$ cat src/rtl/ddr_port_arbiter_pkg.sv
// Shared types and the round-robin scan helper for the DDR command-port arbiter.
// The command struct is sized by the default address and data widths.
package ddr_arb_pkg;

    localparam int DEF_NUM_REQ = 4;
    localparam int DEF_ADDR_W  = 34;
    localparam int DEF_DATA_W  = 128;
    localparam int DEF_MAX_OUT = 16;
    localparam int ID_W        = $clog2(DEF_NUM_REQ);
    localparam int RR_MAX      = 8;

    typedef struct packed {
        logic                  we;
        logic [DEF_ADDR_W-1:0] addr;
        logic [DEF_DATA_W-1:0] wdata;
    } mem_cmd_t;

    typedef struct packed {
        logic       found;
        logic [2:0] idx;
    } rr_pick_t;

    // Scan from ptr+1 upward, wrapping modulo num.
    // The last candidate checked is ptr itself.
    function automatic rr_pick_t rr_next(input logic [RR_MAX-1:0] valid,
                                         input logic [2:0]        ptr,
                                         input int                num);
        rr_pick_t pick;
        int       cand;
        pick = '0;
        for (int i = 1; i <= RR_MAX; i++) begin
            cand = (int'(ptr) + i) % num;
            if (i <= num && !pick.found && valid[cand]) begin
                pick.found = 1'b1;
                pick.idx   = 3'(cand);
            end
        end
        return pick;
    endfunction

endpackage

$ cat src/rtl/ddr_port_arbiter_id_fifo.sv
// In-order FIFO of granted requester IDs.
// The head entry selects where the next memory response is routed.
module arb_id_fifo #(
    parameter int DEPTH = 16,
    parameter int WIDTH = 2
) (
    input  logic                       clk,
    input  logic                       rst,
    input  logic                       push,
    input  logic [WIDTH-1:0]           push_data,
    input  logic                       pop,
    output logic                       full,
    output logic                       empty,
    output logic [$clog2(DEPTH+1)-1:0] count,
    output logic [WIDTH-1:0]           head
);
    localparam int AW    = $clog2(DEPTH);
    localparam int CNT_W = $clog2(DEPTH+1);

    logic [WIDTH-1:0] mem [DEPTH];
    logic [AW-1:0]    wr_ptr;
    logic [AW-1:0]    rd_ptr;
    logic             do_push;
    logic             do_pop;

    assign full    = (count == CNT_W'(DEPTH));
    assign empty   = (count == '0);
    assign do_push = push && !full;
    assign do_pop  = pop && !empty;
    assign head    = mem[rd_ptr];

    always_ff @(posedge clk) begin
        if (do_push) begin
            mem[wr_ptr] <= push_data;
        end
    end

    // DEPTH is a power of two, so the pointers wrap naturally.
    always_ff @(posedge clk) begin
        if (rst) begin
            wr_ptr <= '0;
            rd_ptr <= '0;
            count  <= '0;
        end else begin
            if (do_push) begin
                wr_ptr <= wr_ptr + 1'b1;
            end
            if (do_pop) begin
                rd_ptr <= rd_ptr + 1'b1;
            end
            unique case ({do_push, do_pop})
                2'b10:   count <= count + 1'b1;
                2'b01:   count <= count - 1'b1;
                default: count <= count;
            endcase
        end
    end

endmodule

$ cat src/rtl/ddr_port_arbiter.sv
// Round-robin arbiter sharing one DDR4 controller command/response port among
// NUM_REQ requesters. Responses are routed back in issue order through an ID FIFO.
module ddr_port_arbiter
    import ddr_arb_pkg::*;
#(
    parameter int NUM_REQ = DEF_NUM_REQ,
    parameter int ADDR_W  = DEF_ADDR_W,
    parameter int DATA_W  = DEF_DATA_W,
    parameter int MAX_OUT = DEF_MAX_OUT
) (
    input  logic                         clk,
    input  logic                         rst,
    input  logic [NUM_REQ-1:0]           req_valid,
    output logic [NUM_REQ-1:0]           req_ready,
    input  logic [NUM_REQ-1:0]           req_we,
    input  logic [NUM_REQ*ADDR_W-1:0]    req_addr,
    input  logic [NUM_REQ*DATA_W-1:0]    req_wdata,
    output logic                         mem_cmd_valid,
    input  logic                         mem_cmd_ready,
    output logic                         mem_cmd_we,
    output logic [ADDR_W-1:0]            mem_cmd_addr,
    output logic [DATA_W-1:0]            mem_cmd_wdata,
    input  logic                         mem_rsp_valid,
    input  logic [DATA_W-1:0]            mem_rsp_rdata,
    output logic                         mem_rsp_ready,
    output logic [NUM_REQ-1:0]           rsp_valid,
    input  logic [NUM_REQ-1:0]           rsp_ready,
    output logic [DATA_W-1:0]            rsp_rdata,
    output logic [$clog2(MAX_OUT+1)-1:0] outstanding,
    output logic                         err_orphan
);
    localparam int REQ_ID_W = $clog2(NUM_REQ);
    localparam int CNT_W    = $clog2(MAX_OUT+1);

    logic [REQ_ID_W-1:0] ptr;
    logic [REQ_ID_W-1:0] grant_id;
    logic [REQ_ID_W-1:0] head_id;
    logic                cr_valid;
    mem_cmd_t            cr;
    rr_pick_t            pick;
    logic                grant;
    logic                fifo_full;
    logic                fifo_empty;
    logic                fifo_pop;
    logic [CNT_W-1:0]    fifo_count;

    // A new command may be granted only when the command register is free or
    // draining this cycle and the ID FIFO has room for its tag.
    always_comb begin
        pick      = rr_next(RR_MAX'(req_valid), 3'(ptr), NUM_REQ);
        grant     = (!cr_valid || mem_cmd_ready) && !fifo_full && pick.found;
        grant_id  = REQ_ID_W'(pick.idx);
        req_ready = '0;
        if (grant) begin
            req_ready[grant_id] = 1'b1;
        end
    end

    always_ff @(posedge clk) begin
        if (rst) begin
            cr_valid <= 1'b0;
            cr       <= '0;
            ptr      <= REQ_ID_W'(NUM_REQ - 1);
        end else if (grant) begin
            cr_valid <= 1'b1;
            cr.we    <= req_we[grant_id];
            cr.addr  <= req_addr[grant_id*ADDR_W +: ADDR_W];
            cr.wdata <= req_wdata[grant_id*DATA_W +: DATA_W];
            ptr      <= grant_id;
        end else if (mem_cmd_ready) begin
            cr_valid <= 1'b0;
        end
    end

    assign mem_cmd_valid = cr_valid;
    assign mem_cmd_we    = cr.we;
    assign mem_cmd_addr  = cr.addr;
    assign mem_cmd_wdata = cr.wdata;

    // With nothing outstanding, any response is an orphan and is swallowed.
    always_comb begin
        rsp_valid     = '0;
        rsp_rdata     = '0;
        mem_rsp_ready = 1'b0;
        if (!fifo_empty) begin
            rsp_valid[head_id] = mem_rsp_valid;
            rsp_rdata          = mem_rsp_rdata;
            mem_rsp_ready      = rsp_ready[head_id];
        end else begin
            mem_rsp_ready = mem_rsp_valid;
        end
    end

    assign fifo_pop = !fifo_empty && mem_rsp_valid && mem_rsp_ready;

    always_ff @(posedge clk) begin
        if (rst) begin
            err_orphan <= 1'b0;
        end else if (fifo_empty && mem_rsp_valid) begin
            err_orphan <= 1'b1;
        end
    end

    arb_id_fifo #(
        .DEPTH (MAX_OUT),
        .WIDTH (REQ_ID_W)
    ) u_id_fifo (
        .clk       (clk),
        .rst       (rst),
        .push      (grant),
        .push_data (grant_id),
        .pop       (fifo_pop),
        .full      (fifo_full),
        .empty     (fifo_empty),
        .count     (fifo_count),
        .head      (head_id)
    );

    assign outstanding = fifo_count;

endmodule
$ cat config.mk
export PLATFORM = sky130hd
export DESIGN_NAME = ddr_port_arbiter
export DESIGN_NICKNAME = d
export VERILOG_FILES = /design/src/rtl/ddr_port_arbiter_pkg.sv /design/src/rtl/ddr_port_arbiter_id_fifo.sv /design/src/rtl/ddr_port_arbiter.sv
export SDC_FILE = /design/constraint.sdc
export NUM_CORES = 1
export LEC_CHECK = 0
export CAP_MARGIN = 20
export CORE_AREA = 4 4 432 434
export CTS_BUF_LIST = sky130_fd_sc_hd__clkbuf_4 sky130_fd_sc_hd__clkbuf_8 sky130_fd_sc_hd__clkbuf_16
export CTS_CLUSTER_SIZE = 16
export DETAILED_ROUTE_END_ITERATION = 12
export DIE_AREA = 0 0 436 438
export DONT_BUFFER_PORTS = 1
export SYNTH_ARGS = -nofsm -noshare
export SYNTH_HDL_FRONTEND = slang
export SYNTH_SLANG_ARGS = --single-unit
$ cat constraint.sdc
create_clock -name clk -period 5.1 [get_ports clk]
set_input_delay 0.765 -clock clk [delete_from_list [all_inputs] [get_ports clk]]
set_output_delay 0.765 -clock clk [all_outputs]
set_load 0.01 [all_outputs]
==> reports/metrics.json <==
{
  "status": {"value": "complete, no violations"},
  "hold_path.class": {"value": "primary input to register"},
  "die_area": {"value": 191000, "unit": "sq um"},
  "clock.fmax": {"value": 0.2230, "unit": "GHz"},
  "die-height": {"value": 438, "unit": "um"},
  "dpl.cell_count": {"value": 3588},
  "hold_buffers": {"value": 0},
  "combined_area_of_the_multi_input_logic_cells": {"value": 7097, "unit": "sq um"},
  "finalHoldWorstSlack": {"value": 247.3, "unit": "ps"},
  "ctsResizeCount": {"value": 0},
  "worst_path_arrival": {"value": 4990, "unit": "ps"},
  "endpoint_kind": {"value": "register"},
  "antenna_found_initial": {"value": 183},
  "max_cap_viol_count": {"value": 0},
  "regArea": {"value": 4644, "unit": "sq um"},
  "post-synth-top-area-fraction": {"value": 29.90, "unit": "%"},
  "leakagePower": {"value": 4.620, "unit": "nW"},
  "area_leader_netlist": {"value": "sky130_fd_sc_hd__dfxtp_1"},
  "mappedNetlistNets": {"value": 2130},
  "detailed_place_hpwl": {"value": 107500, "unit": "um"},
  "first_pass_iters": {"value": 7},
  "timing.setup.tns": {"value": 0, "unit": "ps"},
  "core_area": {"value": 182700, "unit": "sq um"},
  "final_cell_mix": {"value": "184 x sky130_fd_sc_hd__dfxtp_1, 173 x sky130_fd_sc_hd__a21oi_1, 162 x sky130_fd_sc_hd__mux2_2, 162 x sky130_fd_sc_hd__o22ai_1, 162 x sky130_fd_sc_hd__o221ai_1"},
  "detail_route.wl_per_cell": {"value": 32.79, "unit": "um"},
  "vias_after_detailed_routing": {"value": 13150},
  "tritoncts": {"value": "yes"},
  "syn_area_per_cell": {"value": 9.262, "unit": "sq um"},
  "max-slew-margin-rel": {"value": 32.98, "unit": "%"},
  "clock_sink_count": {"value": 216},
  "final.fill_count": {"value": 21190},
  "rsz0062_at_grt": {"value": "false"},
  "placement.io_buffers": {"value": 0},
  "post_synth_instance_area": {"value": 12320, "unit": "sq um"},
  "num_rows": {"value": 157},
  "ys.flop_type": {"value": "sky130_fd_sc_hd__dfxtp_1"},
  "fin_cells": {"value": 3718},
  "detail_route.drc_violations": {"value": 0},
  "worst_pin_slew": {"value": 996.1, "unit": "ps"},
  "finalHoldViolations": {"value": 0},
  "width_of_the_chip": {"value": 436, "unit": "um"},
  "route.detailed.vias_per_inst": {"value": 3.538},
  "synth_area_leaders": {"value": "sky130_fd_sc_hd__dfxtp_1 30%, sky130_fd_sc_hd__mux2_2 15%, sky130_fd_sc_hd__o221ai_1 12%"},
  "timing.critical_path.slowest_cell_delay": {"value": 660, "unit": "ps"},
  "grt_start_max_net_pins": {"value": 150},
  "cellPowerDensity": {"value": 534.2, "unit": "nW/um^2"},
  "postSynthRegisterBits": {"value": 216},
  "setup_viol_count_final": {"value": 0},
  "route.antenna.remaining_nets": {"value": 0},
  "design.final.nets": {"value": 2033},
  "drt_wl_total": {"value": 121900, "unit": "um"},
  "dr.first_iter.drc_count": {"value": 1587},
  "synth_cell_type_count": {"value": 48},
  "layout-area-overhead-vs-synth": {"value": 31.36, "unit": "%"},
  "grt_util_all_layers": {"value": 11.79, "unit": "%"},
  "cp_cell_sequence": {"value": "mux4_2 -> mux4_2 -> o32ai_4 -> nor2_1 -> ha_1 -> xor2_1 -> ha_1 -> or3b_2 -> mux2i_1 -> a211o_1 -> mux2_4"},
  "worstSetupStartpointType": {"value": "register"},
  "cts_setup_buffers": {"value": 0},
  "critPathTopFamily": {"value": "multiplexers"},
  "peakVddDrop": {"value": 0.4078, "unit": "mV"},
  "htreeDepth": {"value": 1},
  "worst_skew_pair.late_latency": {"value": 620, "unit": "ps"},
  "cts-root-to-sink-buffers": {"value": 3},
  "cpMaxStageDelayCell": {"value": "sky130_fd_sc_hd__dfxtp_1"},
  "report.final.slew_viol_count": {"value": 0},
  "gpl.final_weighted_congestion": {"value": 1.048},
  "final.min_clock_period": {"value": 4484, "unit": "ps"},
  "synth-edff-count": {"value": 32},
  "grt_first_pass_wirelength": {"value": 144300, "unit": "um"},
  "timing.critical_path.fanout_max": {"value": 12},
  "min_period_over_period": {"value": 87.92, "unit": "%"},
  "synthesis.instances": {"value": 1330},
  "most_common_library_cell_in_the_layout_ignoring_fill_and_taps": {"value": "sky130_fd_sc_hd__dfxtp_1"},
  "cts-buffers-inserted": {"value": 28},
  "initial_utilization": {"value": 6.743, "unit": "%"},
  "layout-drive-gt1-share": {"value": 20.40, "unit": "%"},
  "timing_worst_setup_path_type": {"value": "register to register"},
  "worst_setup_hold_path_clk_slew": {"value": 60, "unit": "ps"},
  "seq_area_frac_synth": {"value": 37.70, "unit": "%"},
  "skew": {"value": 15.68, "unit": "ps"},
  "yosys_warnings": {"value": 0},
  "cts-root-buf": {"value": "sky130_fd_sc_hd__clkbuf_16"},
  "critical_path_buf_inv_count": {"value": 0},
  "grt_pass1_vias": {"value": 11470},
  "io_pins": {"value": 1099},
  "cp.required": {"value": 5600, "unit": "ps"},
  "asyncSetResetFlopFracSynth": {"value": 0, "unit": "%"},
  "globalRouteOverflowTotal": {"value": 0}
}
==> power breakdown <==
group	internal (mW)	total [mW]	leakage [nW]	switching (mW)
Clock	1.20	2.09	0.471	0.896
Sequential	2.11	2.92	1.83	0.812
Combinational	1.14	3.63	2.32	2.48
==> kinds of logic (layout without fill, tap and decap cells) <==
| kind of cell | count (synthesis) | count (layout) | share of synthesized area (%) |
|---|---|---|---|
| XOR/XNOR | 10 | 10 | 0.7110 |
| other | 0 | 78 | 0 |
| AND/OR/NAND/NOR | 233 | 233 | 10.77 |
| adder cells (fa/ha/maj) | 8 | 8 | 0.8126 |
| buffers and inverters | 163 | 88 | 5.038 |
| multiplexers | 179 | 179 | 16.74 |
| AO/OA/AOI/OAI | 521 | 521 | 28.23 |
| flip-flops | 216 | 216 | 37.70 |
==> final cells by class <==
cell class	instances	area share (%)
Multi-Input combinational cell	951	43.86
Sequential cell	216	28.70
Tap cell	2385	18.44
Clock buffer	37	4.864
Timing Repair Buffer	24	1.500
Antenna cell	78	1.206
Clock inverter	15	1.052
Inverter	12	0.3712
==> worst register-to-register path: cells and delay by family, from the launching register on <==
| family | cells | cell delay, ps |
|---|---|---|
| AOI/OAI and AO/OA | 2 | 630 |
| xor gates and xnor gates | 1 | 210 |
| adders and majority gates | 2 | 620 |
| DFF | 1 | 660 |
| muxes | 4 | 1620 |
| and+or+nand+nor | 2 | 630 |
==> path summary, 6_finish.rpt <==
kind | startpoint | to | slack [ps] | cells past startpoint
hold reg to reg | ptr[0] | ptr[0] | 500 | 2
hold / removal | rst | u_id_fifo.wr_ptr[0] | 250 | 1
setup reg to reg | register | u_id_fifo.count[2] | 620 | 11
setup / recovery | register | u_id_fifo.count[2] | 620 | 11
==> state kept, by name, summed over array words and instances, names as in the netlist, 2 cells and up, named ones only <==
name	cells
mem_cmd_wdata	128
mem_cmd_addr	34
u_id_fifo.mem	32
u_id_fifo.count	5
u_id_fifo.rd_ptr	4
u_id_fifo.wr_ptr	4
ptr	2
==> synth_stat cells (3+ instances only) <==
cell                       count
sky130_fd_sc_hd__a21oi_1     174
sky130_fd_sc_hd__a31oi_1       3
sky130_fd_sc_hd__and2_1      130
sky130_fd_sc_hd__and3_1        3
sky130_fd_sc_hd__buf_1         8
sky130_fd_sc_hd__clkbuf_1    141
sky130_fd_sc_hd__dfxtp_1     184
sky130_fd_sc_hd__edfxtp_1     32
sky130_fd_sc_hd__ha_1          8
sky130_fd_sc_hd__inv_1        10
sky130_fd_sc_hd__mux2_2      162
sky130_fd_sc_hd__mux2i_1      11
sky130_fd_sc_hd__mux4_2        5
sky130_fd_sc_hd__nand2_1      19
sky130_fd_sc_hd__nand2b_1      5
sky130_fd_sc_hd__nand3_1       7
sky130_fd_sc_hd__nand4_1       4
sky130_fd_sc_hd__nor2_1       34
sky130_fd_sc_hd__nor2b_1       6
sky130_fd_sc_hd__nor3_1        8
sky130_fd_sc_hd__nor3b_1       5
sky130_fd_sc_hd__o21ai_0       8
sky130_fd_sc_hd__o221ai_1    162
sky130_fd_sc_hd__o22ai_1     162
sky130_fd_sc_hd__xnor2_1       5
sky130_fd_sc_hd__xor2_1        5
==> stage by stage <==
step	power, mW	instance area (sq um)	setup slack (ps)	utilization, %
2_1_floorplan	5.036	12320	1183	-
6_report	8.644	16180	615.9	8.857
3_3_place_gp	6.549	15030	730.2	8.226
5_1_grt	9.023	16110	417.2	8.819
3_5_place_dp	6.612	15030	650.0	8.226
4_1_cts	8.770	15990	625.0	8.750
==> routing by layer <==
layer	share of wire, %	wire, um	GRT usage [%]
met4	4.4	5411	4.469
met2	45	54990	18.50
met1	35	42200	12.27
met3	15	18770	7.977
met5	0.44	540	2.193
(Power assumes the default switching activity.)
